### src/rtl/pipeline_ctrl.sv
// Pipeline sequencer for the 5-stage core. It merges the stage stall requests
// into one hold vector. It turns MEM-stage exceptions into a single-cycle flush
// plus a redirect PC, and it masks the following cycle. It also keeps a stall
// watchdog and performance counters.
//
// state   | meaning
// --------+-----------------------------------------------------------
// IDLE    | normal operation; a nonzero excepttype_i triggers a flush
// RECOVER | one cycle after a flush; a stale exception code is ignored
module pipeline_ctrl #(
    parameter logic [31:0] EXC_VECTOR  = 32'hBFC00380,
    parameter logic [31:0] ERET_CODE   = 32'h0000000E,
    parameter int          WDOG_CYCLES = 1023
) (
    input  logic        clk,
    input  logic        resetn,
    input  logic        stallreq_if,
    input  logic        stallreq_id,
    input  logic        stallreq_ex,
    input  logic        stallreq_mem,
    input  logic [31:0] excepttype_i,
    input  logic [31:0] cp0_epc_i,
    output logic [5:0]  stall,
    output logic        flush,
    output logic [31:0] new_pc,
    output logic [31:0] stall_cycles,
    output logic [15:0] flush_count,
    output logic        wdog_timeout
);

    localparam logic [15:0] WDOG_LAST = 16'(WDOG_CYCLES - 1);

    typedef enum logic {
        IDLE    = 1'b0,
        RECOVER = 1'b1
    } state_t;

    state_t      state_q, state_d;
    logic [15:0] wdog_cnt_q;
    logic        wdog_timeout_q;
    logic [31:0] stall_cycles_q;
    logic [15:0] flush_count_q;
    logic [5:0]  stall_req;

    // Priority merge of stall requests: the deepest requesting stage wins,
    // and the stage just after it sees a bubble.
    always_comb begin
        if (stallreq_mem)      stall_req = 6'b011111;
        else if (stallreq_ex)  stall_req = 6'b001111;
        else if (stallreq_id)  stall_req = 6'b000111;
        else if (stallreq_if)  stall_req = 6'b000011;
        else                   stall_req = 6'b000000;
    end

    // Next state plus the same-cycle outputs; reset holds everything quiet.
    always_comb begin
        state_d = state_q;
        flush   = 1'b0;
        new_pc  = 32'h0;
        stall   = 6'b000000;
        if (resetn) begin
            case (state_q)
                IDLE: begin
                    if (excepttype_i != 32'h0) begin
                        flush   = 1'b1;
                        new_pc  = (excepttype_i == ERET_CODE) ? cp0_epc_i : EXC_VECTOR;
                        state_d = RECOVER;
                    end
                end
                RECOVER: state_d = IDLE;
                default: state_d = IDLE;
            endcase
            if (!flush) begin
                stall = stall_req;
            end
        end
    end

    // State register.
    always_ff @(posedge clk) begin
        if (!resetn) begin
            state_q <= IDLE;
        end else begin
            state_q <= state_d;
        end
    end

    // Performance counters and stall watchdog.
    always_ff @(posedge clk) begin
        if (!resetn) begin
            stall_cycles_q <= 32'h0;
            flush_count_q  <= 16'h0;
            wdog_cnt_q     <= 16'h0;
            wdog_timeout_q <= 1'b0;
        end else begin
            if (stall != 6'b000000) begin
                stall_cycles_q <= stall_cycles_q + 32'h1;
            end
            if (flush && (flush_count_q != 16'hFFFF)) begin
                flush_count_q <= flush_count_q + 16'h1;
            end
            if (stall[0]) begin
                if (wdog_cnt_q >= WDOG_LAST) begin
                    wdog_timeout_q <= 1'b1;
                end else begin
                    wdog_cnt_q <= wdog_cnt_q + 16'h1;
                end
            end else begin
                wdog_cnt_q <= 16'h0;
            end
        end
    end

    assign stall_cycles = stall_cycles_q;
    assign flush_count  = flush_count_q;
    assign wdog_timeout = wdog_timeout_q;

endmodule

### config.mk
export PLATFORM = sky130hd
export DESIGN_NAME = pipeline_ctrl
export DESIGN_NICKNAME = d
export VERILOG_FILES = /design/src/rtl/pipeline_ctrl.sv
export SDC_FILE = /design/constraint.sdc
export NUM_CORES = 1
export LEC_CHECK = 0
export CELL_PAD_IN_SITES_DETAIL_PLACEMENT = 1
export CELL_PAD_IN_SITES_GLOBAL_PLACEMENT = 1
export CORE_MARGIN = 2
export CORE_UTILIZATION = 30
export CTS_CLUSTER_SIZE = 14
export DETAILED_ROUTE_END_ITERATION = 7
export PLACE_DENSITY_LB_ADDON = 0.1
export SETUP_SLACK_MARGIN = 0.1
export SLEW_MARGIN = 20
export SYNTH_ARGS = -nofsm -noshare
export SYNTH_HDL_FRONTEND = slang
export SYNTH_SLANG_ARGS = --single-unit
### constraint.sdc
create_clock -name clk -period 3.9 [get_ports clk]
set_clock_uncertainty 0.1 [all_clocks]
set_input_delay 0.975 -clock clk [delete_from_list [all_inputs] [get_ports clk]]
set_output_delay 0.975 -clock clk [all_outputs]
set_load 0.05 [all_outputs]
==> reports/qor.csv <==
stage,metric,value,unit
pwr,leakage,0.00236,uW
pwr,power_per_cell_area,285,nW/um^2
yosys,yosysTopAreaCell,dfxtp_1,
layout,drive_gt1_share,21.8,%
pwr,seq_power_share,38.8,%
layout,nFillCells,1388,
sta,worst_pin_slew,0.970,ns
floorplanning,die_area,13200,sq um
yosys,synth_nets,528,
sta,clock.fmax,269,MHz
critical_path,reg2reg_depth,6,
yosys,synth_warnings,0,
critical_path,reg2reg_to,stall_cycles[24],
floorplanning,core,12000,sq um
global_route,grt_pass1_vias,4220,
critical_path,startpoint,excepttype_i[6],
clock_tree,cts_tree,yes,
yosys,syn_area,3700,sq um
clock_tree,cts_max_path_buffers,2,
sta,holdWs,0.374,ns
placed_design,place_ws,-0.203,ns
layout,multi_input_area,2290,sq um
critical_path,worstSetupPathType,input pin to output port,
layout,nets,695,
yosys,ys_async_sr_fraction,0,%
route,ant_nets,0,
floorplanning,initial_core_util,30.8,%
layout,final_area,6270,sq um
placed_design,io_buffers,156,
route,finalWirelength,13.0,mm
critical_path,worst-path-max-fanout,5,
yosys,netlist_top_cells_count,"dfxtp_1, nand2_1, a21oi_1",
clock_tree,h-tree-depth,3,
pwr,p_comb_share,16.7,%
critical_path,crit_path_start_kind,input pin,
sta,relSlewSlack,35.1,%
route,num_vias,4160,
global_route,antenna_found_initial,0,
route,post-route-drc-count,0,
layout,area_delta_synth_final,69.5,%
global_route,overflow,0,
yosys,synth_most_common_cell,dfxtp_1,
yosys,synthTopCellsByArea,"dfxtp_1, o31ai_1, nand2_1",
yosys,syn_inst,454,
critical_path,crit_arrival,2.64,ns
yosys,ys_types,47,
floorplanning,ios,158,
sta,slew_violations,0,
sta,post-route-period-util,95.4,%
yosys,ys_seq_area_share,35.7,%
yosys,synth-edff-count,0,
run_status,status,finished clean,
sta,rsz0062_at_grt,no,
clock_tree,clkTransAtPathRegs,0.06,ns
run,max-cap-violations,0,
global_route,track_usage,19.5,%
global_route,grt_pass1_wl,20.7,mm
placed_design,dpl_cell_area,5840,sq um
route,dr.pass1.iters,4,
layout,regArea,1320,sq um
floorplanning,fp.dieH,115,um
critical_path,setup.worst_path.end_class,output port,
placed_design,dp_hpwl,9.81,mm
critical_path,worstPathRequired,2.82,ns
pwr,power.internal,1310,uW
sta,finalHoldViolCount,0,
yosys,synth-main-ff-cell,dfxtp_1,
floorplanning,chipWidth,115,um
clock_tree,clock_latency,0.33,ns
pwr,pwr-share-clk,44.5,%
route,drt_iter0_drc,106,
floorplanning,std_cell_rows,40,
route,drt-vias-per-instance,5.39,
critical_path,r2r-start,stall_cycles[0],
critical_path,r2r_slack,1.53,ns
yosys,synth_seq_cells,66,
sta,setup_violations,0,
clock_tree,cts_buffers,9,
yosys,syn_area_per_cell,8.15,sq um
sta,setup_ws,0.181,ns
hold_path,min_path_type,flip-flop to flip-flop,
pwr,swShare,26.8,%
yosys,synth_top_area_share,35.7,%
critical_path,endpoint,stall[4],
pwr,ir_worst_vdd,133,uV
placed_design,gp_congestion,0.811,
clock_tree,cts-root-buf,clkbuf_16,
clock_tree,numClockSinks,66,
pwr,switching_power,479,uW
sta,fin_crit,3.72,ns
global_route,grt_max_degree,38,
layout,antennaDiodeCount,0,
route,routedWlPerCell,16.8,um
[worst min-delay path by stage]
stage	from	to	slack (ns)	cells past startpoint
2_1_floorplan	wdog_cnt_q[10]	wdog_cnt_q[10]	0.34	2
3_3_place_gp	wdog_timeout	wdog_timeout	0.34	2
3_5_place_dp	stall_cycles[31]	stall_cycles[31]	0.37	2
4_1_cts	stall_cycles[31]	stall_cycles[31]	0.38	2
5_1_grt	stall_cycles[31]	stall_cycles[31]	0.39	2
6_report	stall_cycles[31]	stall_cycles[31]	0.37	2
[timing repair]
item                                    CTS  global route
endpoints found under the setup margin   38            38
gates resized for setup                  44            62
pin swaps                                13            14
setup buffers                             4             1
hold buffers                              0             0
cloned                                    1             0
[routing by layer]
| metal | GRT usage [%] | vias to the layer above | routed length (um) |
|---|---|---|---|
| met5 | 0 | - | 0 |
| met4 | 6.91 | 0 | 218 |
| met3 | 3.90 | 16 | 577 |
| met2 | 34.8 | 120 | 6450 |
| met1 | 23.3 | 1996 | 5750 |
| li1 | - | 2028 | - |
[through the flow]
stage / instances / utilization [%] / setup TNS (ns) / total power, uW
global route: 772 / 52.2 / 0 / 1850
finish: 772 / 52.2 / 0 / 1790
CTS: 771 / 51.7 / 0 / 1810
floorplan: 454 / - / 0 / 842
global placement: 751 / 48.6 / -3.09 / 1000
detailed placement: 751 / 48.6 / -5.20 / 1010
[area by class of cell]
class,count,share of cell area (%)
Inverter,26,1.62
Clock inverter,5,0.898
Timing Repair Buffer,181,33.3
Clock buffer,10,3.65
Multi-Input combinational cell,337,36.5
Tap cell,147,2.93
Sequential cell,66,21.1
[cells by family after synthesis]
group	share of synthesized area [%]
XOR/XNOR	2.13
AND/OR/NAND/NOR	33.7
AO/OA/AOI/OAI	18.2
flip-flops	35.7
buffers and inverters	6.39
adder cells (fa/ha/maj)	1.35
other	0.101
multiplexers	2.43
[registers in the layout (all words and copies together) (netlist names)]
name,count
wdog_cnt_q,16
flush_count,16
wdog_timeout,1
stall_cycles,32
state_q,1
[worst max-delay path: stages]
cell and delay (ns):
clkdlybuf4s50_1 0.41, nor2_2 0.11, nand4_1 0.15, buf_6 0.18, o31ai_4 0.34, buf_4 0.17
and3_4 0.19, buf_12 0.13
[power groups by stage]
stage	sequential [uW]	combinational, uW	clock [uW]
after floorplan	732	110	0
after global placement	708	292	0
after detailed placement	709	298	0
after CTS	694	300	815
after global routing	696	316	838
final	694	299	797
[cell usage in the layout, fill, tap and decap left out, types with 4 or more instances in the layout]
| cell type | synthesis | final |
|---|---|---|
| clkdlybuf4s50_1 | 0 | 87 |
| dfxtp_1 | 66 | 66 |
| nand2_1 | 43 | 42 |
| buf_12 | 0 | 39 |
| a21oi_1 | 31 | 31 |
| inv_1 | 26 | 25 |
| o31ai_1 | 23 | 23 |
| nand4_1 | 22 | 22 |
| buf_4 | 5 | 21 |
| and2_4 | 0 | 20 |
| or4_1 | 20 | 20 |
| nor2_1 | 21 | 18 |
| nand3_1 | 18 | 18 |
| o211ai_1 | 17 | 17 |
| clkbuf_2 | 0 | 14 |
| and3_1 | 14 | 12 |
| nor3_1 | 11 | 9 |
| xnor2_1 | 9 | 9 |
| mux2i_1 | 9 | 9 |
| clkbuf_16 | 0 | 9 |
| and4_1 | 8 | 8 |
| nor4_1 | 15 | 8 |
| o21ai_0 | 8 | 8 |
| clkdlybuf4s15_1 | 0 | 8 |
| nor4_2 | 1 | 7 |
| nand2b_1 | 7 | 7 |
| or3_1 | 5 | 5 |
| dlygate4sd2_1 | 0 | 5 |
| and2_1 | 24 | 4 |
| ha_1 | 4 | 4 |
| dlymetal6s2s_1 | 0 | 4 |
No activity file was read; power rests on OpenSTA's default activity.
